[config.mk]
export PLATFORM = sky130hd
export DESIGN_NAME = field_store
export DESIGN_NICKNAME = d
export VERILOG_FILES = /design/src/rtl/field_store.sv
export SDC_FILE = /design/constraint.sdc
export NUM_CORES = 1
export LEC_CHECK = 0
export CORE_AREA = 2 2 324 326
export DETAILED_ROUTE_END_ITERATION = 12
export DIE_AREA = 0 0 326 328
export MAX_ROUTING_LAYER = met4
export PLACE_DENSITY = 0.54
export SLEW_MARGIN = 40
export SYNTH_ARGS = -nofsm -noshare
export SYNTH_HDL_FRONTEND = slang
export SYNTH_SLANG_ARGS = --single-unit
[constraint.sdc]
create_clock -name clk -period 6.95 [get_ports clk]
set_input_delay 1.7375 -clock clk [delete_from_list [all_inputs] [get_ports clk]]
set_output_delay 1.7375 -clock clk [all_outputs]
set_load 0.1 [all_outputs]
[src/rtl/field_store.sv]
// -----------------------------------------------------------------------------
// field_store
//
// Registered playfield store with automatic line clearing. A qualified commit
// loads a candidate field image. The stored field is then scanned bottom-up,
// one row per cycle. Every full row is removed by shifting all rows above it
// down by one, and the number of removed rows is reported. This block is the
// only holder of the settled field.
//
// Parameters
//   COLS  columns per row
//   ROWS  rows in the field (row 0 is the bottom row)
//   TW    width of the running total-lines counter
//   CW    derived: $clog2(ROWS+1), width of the per-commit line count
//
// Ports
//   clk            clock, rising edge
//   reset          asynchronous active-low reset
//   clear          synchronous wipe of the field; abandons any scan, no done
//   commit_valid   candidate field present on field_in
//   commit_ok      collision check passed (qualifies commit_valid)
//   field_in       candidate field, row r at bits [r*COLS +: COLS]
//   commit_ready   high exactly while idle (commits accepted only then)
//   field_out      registered stored field
//   busy           high while scanning or finishing
//   done           one-cycle pulse when the scan of a commit completes
//   lines_cleared  rows removed by the last commit, held until the next one
//   total_lines    accumulated cleared rows, saturating at 2^TW-1
// -----------------------------------------------------------------------------
module field_store #(
    parameter int COLS = 10,
    parameter int ROWS = 40,
    parameter int TW   = 16,
    localparam int CW  = $clog2(ROWS + 1)
) (
    input  logic                 clk,
    input  logic                 reset,
    input  logic                 clear,
    input  logic                 commit_valid,
    input  logic                 commit_ok,
    input  logic [COLS*ROWS-1:0] field_in,
    output logic                 commit_ready,
    output logic [COLS*ROWS-1:0] field_out,
    output logic                 busy,
    output logic                 done,
    output logic [CW-1:0]        lines_cleared,
    output logic [TW-1:0]        total_lines
);

    localparam logic [1:0] S_IDLE = 2'd0;
    localparam logic [1:0] S_SCAN = 2'd1;
    localparam logic [1:0] S_DONE = 2'd2;

    localparam int FW = COLS * ROWS;
    // Sum width wide enough that acc + inc can never wrap before the clamp.
    localparam int SW = ((TW > CW) ? TW : CW) + 1;

    localparam logic [CW-1:0] IDX_TOP   = CW'(ROWS - 1);
    localparam logic [TW-1:0] TOTAL_MAX = {TW{1'b1}};

    logic [1:0]      state;
    logic [CW-1:0]   idx;
    logic [ROWS-1:0] row_full;
    logic            cur_full;
    logic [FW-1:0]   field_shift;

    // Saturating accumulate of the per-commit line count into the total.
    function automatic logic [TW-1:0] sat_add(input logic [TW-1:0] acc,
                                              input logic [CW-1:0] inc);
        logic [SW-1:0] sum;
        sum = SW'(acc) + SW'(inc);
        if (sum > SW'(TOTAL_MAX)) begin
            return TOTAL_MAX;
        end
        return sum[TW-1:0];
    endfunction

    always_comb begin
        row_full = '0;
        for (int r = 0; r < ROWS; r++) begin
            row_full[r] = &field_out[r*COLS +: COLS];
        end
    end

    // Select the fullness of the row currently under the scan index.
    always_comb begin
        cur_full = 1'b0;
        for (int r = 0; r < ROWS; r++) begin
            if (idx == CW'(r)) begin
                cur_full = row_full[r];
            end
        end
    end

    // Field with row idx removed: rows at or above idx take the row above,
    // the top row is refilled with zeros. Rows below idx are untouched.
    always_comb begin
        field_shift = field_out;
        for (int r = 0; r < ROWS - 1; r++) begin
            if (CW'(r) >= idx) begin
                field_shift[r*COLS +: COLS] = field_out[(r+1)*COLS +: COLS];
            end
        end
        field_shift[(ROWS-1)*COLS +: COLS] = '0;
    end

    always_ff @(posedge clk or negedge reset) begin
        if (!reset) begin
            state         <= S_IDLE;
            idx           <= '0;
            field_out     <= '0;
            lines_cleared <= '0;
            total_lines   <= '0;
        end else if (clear) begin
            // total_lines deliberately survives a wipe.
            state         <= S_IDLE;
            idx           <= '0;
            field_out     <= '0;
            lines_cleared <= '0;
        end else begin
            case (state)
                S_IDLE: begin
                    if (commit_valid && commit_ok) begin
                        field_out     <= field_in;
                        idx           <= '0;
                        lines_cleared <= '0;
                        state         <= S_SCAN;
                    end
                end
                S_SCAN: begin
                    if (cur_full) begin
                        // idx stays put: the row shifted into it is checked next.
                        field_out     <= field_shift;
                        lines_cleared <= lines_cleared + CW'(1);
                    end else if (idx == IDX_TOP) begin
                        state <= S_DONE;
                    end else begin
                        idx <= idx + CW'(1);
                    end
                end
                S_DONE: begin
                    total_lines <= sat_add(total_lines, lines_cleared);
                    state       <= S_IDLE;
                end
                default: begin
                    state <= S_IDLE;
                end
            endcase
        end
    end

    assign commit_ready = (state == S_IDLE);
    assign busy         = (state == S_SCAN) || (state == S_DONE);
    assign done         = (state == S_DONE);

endmodule

== Word level (Yosys, flattened, before mapping) ==
Cells that the tools add are included.

* Bitwise gates (word level): 1
* Equal/unequal tests: 85
* Mux-type cells: 101
* $lt $le $gt $ge: 40
* Reductions and logical operators: 88
* $add $sub $neg: 3

{| class="wikitable"
|+ Operators by type and width
! kind !! count
|-
| 400-bit 2-to-1 mux || 3
|-
| 400-bit case mux with 2 select lines || 1
|-
| 10-bit AND reduction || 40
|-
| 10-bit 2-to-1 mux || 39
|-
| 4-bit AND reduction || 40
|-
| 3-bit inequality test (second input constant) || 43
|-
| 6-bit by 5-bit == test with 1-bit output (second input constant) || 16
|-
| 5-bit by 6-bit greater-or-equal comparator with 1-bit output (first input constant) || 16
|-
| 6-bit by 4-bit == test with 1-bit output (second input constant) || 8
|-
| 6-bit == test (second input constant) || 8
|-
| 4-bit by 6-bit greater-or-equal comparator with 1-bit output (first input constant) || 8
|-
| 1-bit 2-to-1 mux || 43
|-
| 6-bit greater-or-equal comparator (first input constant) || 7
|-
| 6-bit 2-to-1 mux || 6
|-
| 16-bit 2-to-1 mux || 2
|-
| 6-bit by 3-bit == test with 1-bit output (second input constant) || 4
|-
| 3-bit by 6-bit greater-or-equal comparator with 1-bit output (first input constant) || 4
|-
| 6-bit case mux with 2 select lines || 2
|-
| 16-bit by 6-bit adder with 17-bit output || 1
|-
| 17-bit by 16-bit > comparator with 1-bit output (second input constant) || 1
|-
| 6-bit by 1-bit adder with 6-bit output (second input constant) || 2
|-
| 6-bit by 2-bit == test with 1-bit output (second input constant) || 2
|-
| 1-bit by 6-bit greater-or-equal comparator with 1-bit output (first input constant) || 2
|-
| 2-bit by 6-bit greater-or-equal comparator with 1-bit output (first input constant) || 2
|-
| 14 further kinds || 18
|}

* Flip-flop bits (word level): 430
* Output and inout bits: 425
* Input port bits: 405
* Word-level logic and storage cells: 362

== Logic depth before layout (Yosys ltp) ==
* Depth after elaboration: 44
* Depth in mapped cells: 16
* Gate-level depth less buffers: 11

== Worst setup path before layout ==
Ideal clock, no wire load.

* Path kind: input to register
* Start: input port clear
* End: register field_out[320]
* Stages on the path: 9
* Path slack: 3.079 ns
* Buffers on the path: 3
* Required time: 6.822 ns
* Arrival time: 3.743 ns
* Library setup time: 0.128 ns
* Cells stage by stage: clkbuf_1 nor2b_1 nand2_1 or2_2 o31ai_2 buf_6 a311o_1 buf_2 mux2_1

* Cells in the longest elaborated chain, start to end: 2
* Elaborated cells between the ends (all ways): 6
* Those cells by class: eq/ne: 3; mux: 1; reduce/logical: 2

{| class="wikitable"
|+ RTL lines
! what !! RTL line !! text
|-
| start, declared || 38 || <nowiki>input logic clear,</nowiki>
|-
| 3-bit inequality test (no source line) (tied with other cells) || -- ||
|-
| 4-bit AND reduction (no source line) || -- ||
|-
| end signal, assigned || 124 || <nowiki>field_out <= field_in;</nowiki>
|-
| end signal, assigned || 133 || <nowiki>field_out <= field_shift;</nowiki>
|-
| end, declared || 43 || <nowiki>output logic [COLS*ROWS-1:0] field_out,</nowiki>
|}

Several ways; a longest one is shown, not always the timed one.
A chain may end at the register's enable or synchronous reset.

== Final worst setup path ==
* Start: register idx[2]
* End: register field_out[350]

* Cells in the longest elaborated chain, start to end: 43
* Elaborated cells between the ends (all ways): 84
* Those cells by class: order compare: 1; eq/ne: 41; mux: 40; reduce/logical: 2

{| class="wikitable"
|+ RTL lines
! what !! RTL line !! text
|-
| start, declared || 62 || <nowiki>logic [CW-1:0] idx;</nowiki>
|-
| start signal, assigned || 138 || <nowiki>idx <= idx + CW'(1);</nowiki>
|-
| 6-bit zero test || 89 || <nowiki>if (idx == CW'(r)) begin</nowiki>
|-
| 1-bit 2-to-1 mux (40 in series) || 89 ||
|-
| 3-bit inequality test (no source line) || -- ||
|-
| 4-bit AND reduction (no source line) (*) || -- ||
|}

Every way passes the cells marked *; elsewhere a longest branch is shown, timed or not.

==> impl_metrics.env <==
export IMPL_path_class="reg -> reg"
export IMPL_ys_warn_count=0
export IMPL_clock_latency_ps=640
export IMPL_post_cts_buffers=0
export IMPL_yosysSeqAreaShare=0.445
export IMPL_stdcell_count=4519
export IMPL_grt_max_degree=160
export IMPL_num_rows=118
export IMPL_use_met2=0.405
export IMPL_final_setup_worst_slack_ps=2060
export IMPL_synth_edf_count=0
export IMPL_die_w_um=326
export IMPL_met3_usage=0.0397
export IMPL_drt_iter0_drc=1689
export IMPL_die_area_mm2=0.107
export IMPL_dr_pass1_iters=5
export IMPL_syn2layout_area_growth_pct=39.5
export IMPL_ys_ff_latch=430
export IMPL_period_share=0.703
export IMPL_grt_usage=0.242
export IMPL_async_reset_ff_frac=1.00
export IMPL_drive_gt1_frac=0.230
export IMPL_max_slew_margin=0.411
export IMPL_hpwl_mm=98.3
export IMPL_wirelength_mm=131
export IMPL_critical_path_required_ps=7460
export IMPL_cts_sinks=430
export IMPL_clk_pin_slew_ps=70
export IMPL_cts_resized_gates=0
export IMPL_syn_nets=2790
export IMPL_start_kind="flip-flop"
export IMPL_grt_pass1_wl_mm=184
export IMPL_num_vias=23600
export IMPL_syn_inst=2370
export IMPL_met1_usage=0.294
export IMPL_wl_per_cell_um=28.9
export IMPL_pin_count=830
export IMPL_numPortBuffers=829
export IMPL_ys_types=78
export IMPL_avgSynthCellArea_um2=10.2
export IMPL_yosys_area_top_type_share=0.445
export IMPL_synth_ff_type="dfrtp_1"
export IMPL_yosys_area_top_type="dfrtp_1"
export IMPL_crit_arrival_ps=5390
export IMPL_cts_tree="built"
export IMPL_finalNetCount=3495
export IMPL_antenna_found_initial=22
export IMPL_setup_tns_final_ps=0
export IMPL_clock_path_buffers=3
export IMPL_drc=0
export IMPL_rsz0062_at_grt="no"
export IMPL_syn_area_mm2=0.0242
export IMPL_grt_overflow_total=0
export IMPL_setup_viol=0
export IMPL_initial_core_util=0.234
export IMPL_placedCellCount=4392
export IMPL_ant_nets=0
export IMPL_synth_area_leaders="dfrtp_1, mux2i_1, o41ai_1"
export IMPL_fin_skew_ps=24.8
export IMPL_via_per_inst=5.22
export IMPL_tightest_slew_ps=884
export IMPL_cap_violations=0
export IMPL_outcome="completed"
export IMPL_first_global_vias=23700
export IMPL_hold_viol_final=0
export IMPL_die_y_um=328
export IMPL_globalplace_congestion=0.905
export IMPL_max_freq_mhz=205
export IMPL_drv_slew=0
export IMPL_cts_hold_buffers=0
export IMPL_worstPathMaxFanout=72
export IMPL_crit_path_end_kind="flip-flop"
export IMPL_grt_busiest_layer="met2"
export IMPL_place_ws_ps=1660
export IMPL_h_tree_depth=2
export IMPL_hp_class="reg -> reg"
export IMPL_core_area_mm2=0.103
export IMPL_numCtsBuffers=54
export IMPL_period_minus_slack_ps=4890
export IMPL_fin_util=0.327
export IMPL_ctsRootBufferMaster="clkbuf_16"
==> layout by cell type, fill, tap and decap left out, types with 5 or more instances in the layout <==
master | synthesis | routed
a211oi_1 | 10 | 10
a21oi_1 | 40 | 40
a22o_1 | 22 | 22
a2bb2oi_1 | 11 | 11
and3_1 | 8 | 8
buf_12 | 0 | 9
buf_16 | 0 | 5
buf_2 | 32 | 423
buf_4 | 0 | 32
clkbuf_1 | 180 | 17
clkbuf_16 | 0 | 57
clkbuf_8 | 0 | 13
clkdlybuf4s50_1 | 0 | 402
clkinv_2 | 0 | 8
dfrtp_1 | 430 | 430
diode_2 | 0 | 19
ha_1 | 14 | 11
inv_1 | 12 | 12
mux2_1 | 10 | 10
mux2_2 | 101 | 101
mux2_4 | 20 | 20
mux2i_1 | 330 | 330
nand2_1 | 112 | 112
nand3_1 | 31 | 31
nand4_1 | 84 | 84
nor2_1 | 184 | 180
nor2b_1 | 9 | 7
nor3_1 | 28 | 28
nor4_1 | 10 | 7
o21ai_0 | 300 | 289
o21ai_1 | 2 | 11
o22a_1 | 37 | 37
o31ai_1 | 7 | 6
o41ai_1 | 221 | 221
or3_1 | 12 | 12
xnor2_1 | 8 | 8
==> through the flow <==
step / hold slack, ps / area [um2]
finish: 520 / 33700
global route: 567 / 33700
detailed placement: 519 / 31700
CTS: 525 / 33500
floorplan: 488 / 24200
global placement: 515 / 33700
==> worst max-delay path: stages, from the launching register on <==
cell,delay [ps]
dfrtp_1,660
or4b_1,900
nor4_1,690
a21oi_1,100
nor2_1,220
nor4_2,100
o211ai_1,460
o31a_2,530
nand2_8,480
o41ai_1,540
==> synth_stat cells (all sizes together) (5+ instances only) <==
library cell and count:
a211oi 13, a21oi 41, a22o 22, a2bb2oi 11, and3 8, buf 47
clkbuf 180, dfrtp 430, ha 14, inv 12, mux2 131, mux2i 330
nand2 113, nand3 31, nand4 84, nor2 184, nor2b 9, nor3 28
nor4 11, o21ai 302, o22a 37, o31ai 8, o41ai 221, or2 5
or3 12, xnor2 8
==> per-layer routing <==
layer  vias up  wire [um]
li1      10600          -
met3       174       6950
met4         0       4440
met1     11900      54100
met5         -          0
met2       908      65000
==> sequential cells by signal (all words and copies together), names as in the netlist <==
register	flops
total_lines	16
field_out	400
idx	6
state	2
lines_cleared	6
==> path summary, 6_finish.rpt <==
kind	from	to	slack, ps	depth (start not counted)
setup / recovery	idx[2]	field_out[350]	2060	9
setup reg to reg	idx[2]	field_out[350]	2060	9
min in group asynchronous	reset	field_out[364]	930	1
hold / removal	total_lines[12]	total_lines[12]	520	1
hold reg to reg	total_lines[12]	total_lines[12]	520	1
max in group asynchronous	reset	field_out[193]	4700	3
==> cell type report <==
| type | count | area [um2] |
|---|---|---|
| antenna | 19 | 47.5 |
| clock buffer | 87 | 1670 |
| clock inverter | 14 | 133 |
| fill | 10700 | 69500 |
| inverter | 12 | 45.0 |
| multi-input combinational | 1701 | 12600 |
| sequential | 430 | 10800 |
| tap | 1380 | 1730 |
| timing repair buffer | 876 | 6770 |
==> cells by family after synthesis <==
group	Yosys count	synth area share
compound gates	701	0.201
simple gates	515	0.102
mux	461	0.201
flops	430	0.445
buf+inv	239	0.0403
fa+ha+maj	15	0.00807
xor+xnor	9	0.00326
Power is not shown: default switching activity piles up to over one toggle a cycle in this logic, so the estimate is an artifact.
==> patch, RTL diff (config.mk and constraints unchanged) <==
Change the parameter `TW` from 16 to 32.
--- a/src/rtl/field_store.sv
+++ b/src/rtl/field_store.sv
@@ -32,3 +32,3 @@
     parameter int ROWS = 40,
-    parameter int TW   = 16,
+    parameter int TW   = 32,
     localparam int CW  = $clog2(ROWS + 1)
Interface: changed (resized total_lines); port bits go from 830 to 846. The function was not compared with the original's and may differ.
==> patch against the unedited design <==
  * Wire length fell by 2.3%
  * Utilization shrank 0.65 points
  * Die area stayed put
  * Non-clock buffer count up 8
  * Final area is 2.0% lower
  * Final cell count about the same
  * Worst hold slack got worse by 22 ps
  * Count of clock-buffer cells in the layout decreased by 5
  * Fmax decreased by 4.8%
  * Setup slack worse by 250 ps
  * Synthesized area is 4.4% lower
  * Sequential cell count is 16 higher
  * Critical path type unchanged
==> patch: results (changes against the unedited design) <==
The number of buffer cells added on primary ports works out to 845 (was 829). The mux cell area share after synthesis is 13.1% (was 20.1%), and the placement-stage worst setup slack is 1450 ps (was 1660 ps). The logs give 1623 (was 1689) for the violation count after the first detailed-route iteration and 100000 um (was 98300 um) for the final HPWL from detailed placement. The number of nets at the end of the flow was 3501 (was 3495). Largest fanout of any net on the critical path: 17 (was 72). The synthesized netlist net count is 2703 (was 2790). For the pin count of the biggest net entering global routing, the log shows 133 (was 160).

The worst hold-check slack came out at 498 ps (was 520 ps). The buffering overhead works out to 20.3% (was 20.1%). The clock distribution area overhead in the final layout is 5.67% (was 5.34%). For the clock tree buffer count of the final layout, the log shows 82 (was 87).

The adder and majority cell fraction of the synthesized area was 0.844% (was 0.807%); the diode insertion count for antenna repair was 11 (was 19). Fraction of standard cell area in multi-input logic: 34.8% (was 37.3%). Registers with the highest flip-flop counts: field_out (400), total_lines (32) (was field_out (400), total_lines (16)). Area share of the largest cell type after synthesis: 48.3% (was 44.5%). The register-to-register setup slack was 1820 ps (was 2060 ps). The fraction of standard cell area that is sequential came out at 33.7% (was 31.9%). Leakage power summed over all cells: 14.3 nW. Number of synthesized register bits: 446 (was 430). Leading cell types by count after synthesis: 446 x sky130_fd_sc_hd__dfrtp_1, 299 x sky130_fd_sc_hd__nand2_1, 292 x sky130_fd_sc_hd__mux2i_1 (was 430 x sky130_fd_sc_hd__dfrtp_1, 330 x sky130_fd_sc_hd__mux2i_1, 300 x sky130_fd_sc_hd__o21ai_0).

The number of signal-net inverters in the final layout works out to 18 (was 12). For the count of fill cells added during filler insertion, the log shows 10800 (was 10700). The logs give 0.907 (was 0.905) for the final weighted congestion in routability-driven placement and 2 (unchanged) for the H-tree depth reported by CTS. The worst reg2reg path depth works out to 11 (was 9). The kind of cell adding the most delay to the critical path is compound AO/OA/AOI/OAI gates (was simple AND/OR/NAND/NOR gates). The worst hold path startpoint is total_lines[14] (was total_lines[12]).

The total routed wirelength is 128000 um (was 131000 um). The arrival time at the worst endpoint was 5660 ps (was 5390 ps). The total via count after detailed routing is 22800 (was 23600), and the largest incremental delay on the critical path is 720 ps (was 900 ps). Critical path launch point: idx[1] (was idx[2]). The maximum clock frequency is 195 MHz (was 205 MHz), and the global-route wire length before repair is 180000 um (was 184000 um). Area share of xor/xnor cells in the synthesized design: 0.568% (was 0.326%).

The total track usage is 23.7% (was 24.2%), and the share of post-route cells with drive strength above 1 is 21.2% (was 23.0%). The run gives 48.3% (was 44.5%) as the sequential cell area fraction in the yosys report. The run finished with clean final reports. The number of antenna violations at the first check in global routing is 15 (was 22), and the number of buffers added by the clock tree synthesis step is 56 (was 54). Later-pin clock latency in the skew report: 660 ps (was 640 ps).
## patch: changes by cell type in the layout (fill, tap and decap cells not counted), sizes merged, moves of 50 or more
cell	unedited run	this run
a22oi	1	51
o21ai	302	241
mux2	131	10
o2bb2ai	1	181
o41ai	221	1
nand2	113	299
nor2	184	91
## patch: layer usage
layer	global-route usage, %	vias up	wire length (um)
met1	30.4	11500	55800
met4	5.32	0	2820
met2	38.5	873	61600
met5	-	-	0
li1	-	10200	-
met3	4.64	145	7270
## patch: how the worst min path moves through the flow
| stage | endpoint | depth (start not counted) |
|---|---|---|
| after floorplan | state[1] | 1 |
| after global placement | total_lines[14] | 1 |
| after detailed placement | total_lines[14] | 1 |
| after CTS | total_lines[14] | 1 |
| after global routing | total_lines[14] | 1 |
| final | total_lines[14] | 1 |
## patch: through the flow
stage / std cells / area [um^2]
6_report: 4517 / 33100
5_1_grt: 4517 / 33100
4_1_cts: 4503 / 33000
3_5_place_dp: 4400 / 31100
3_3_place_gp: 4395 / 33100
2_1_floorplan: 2283 / 23100
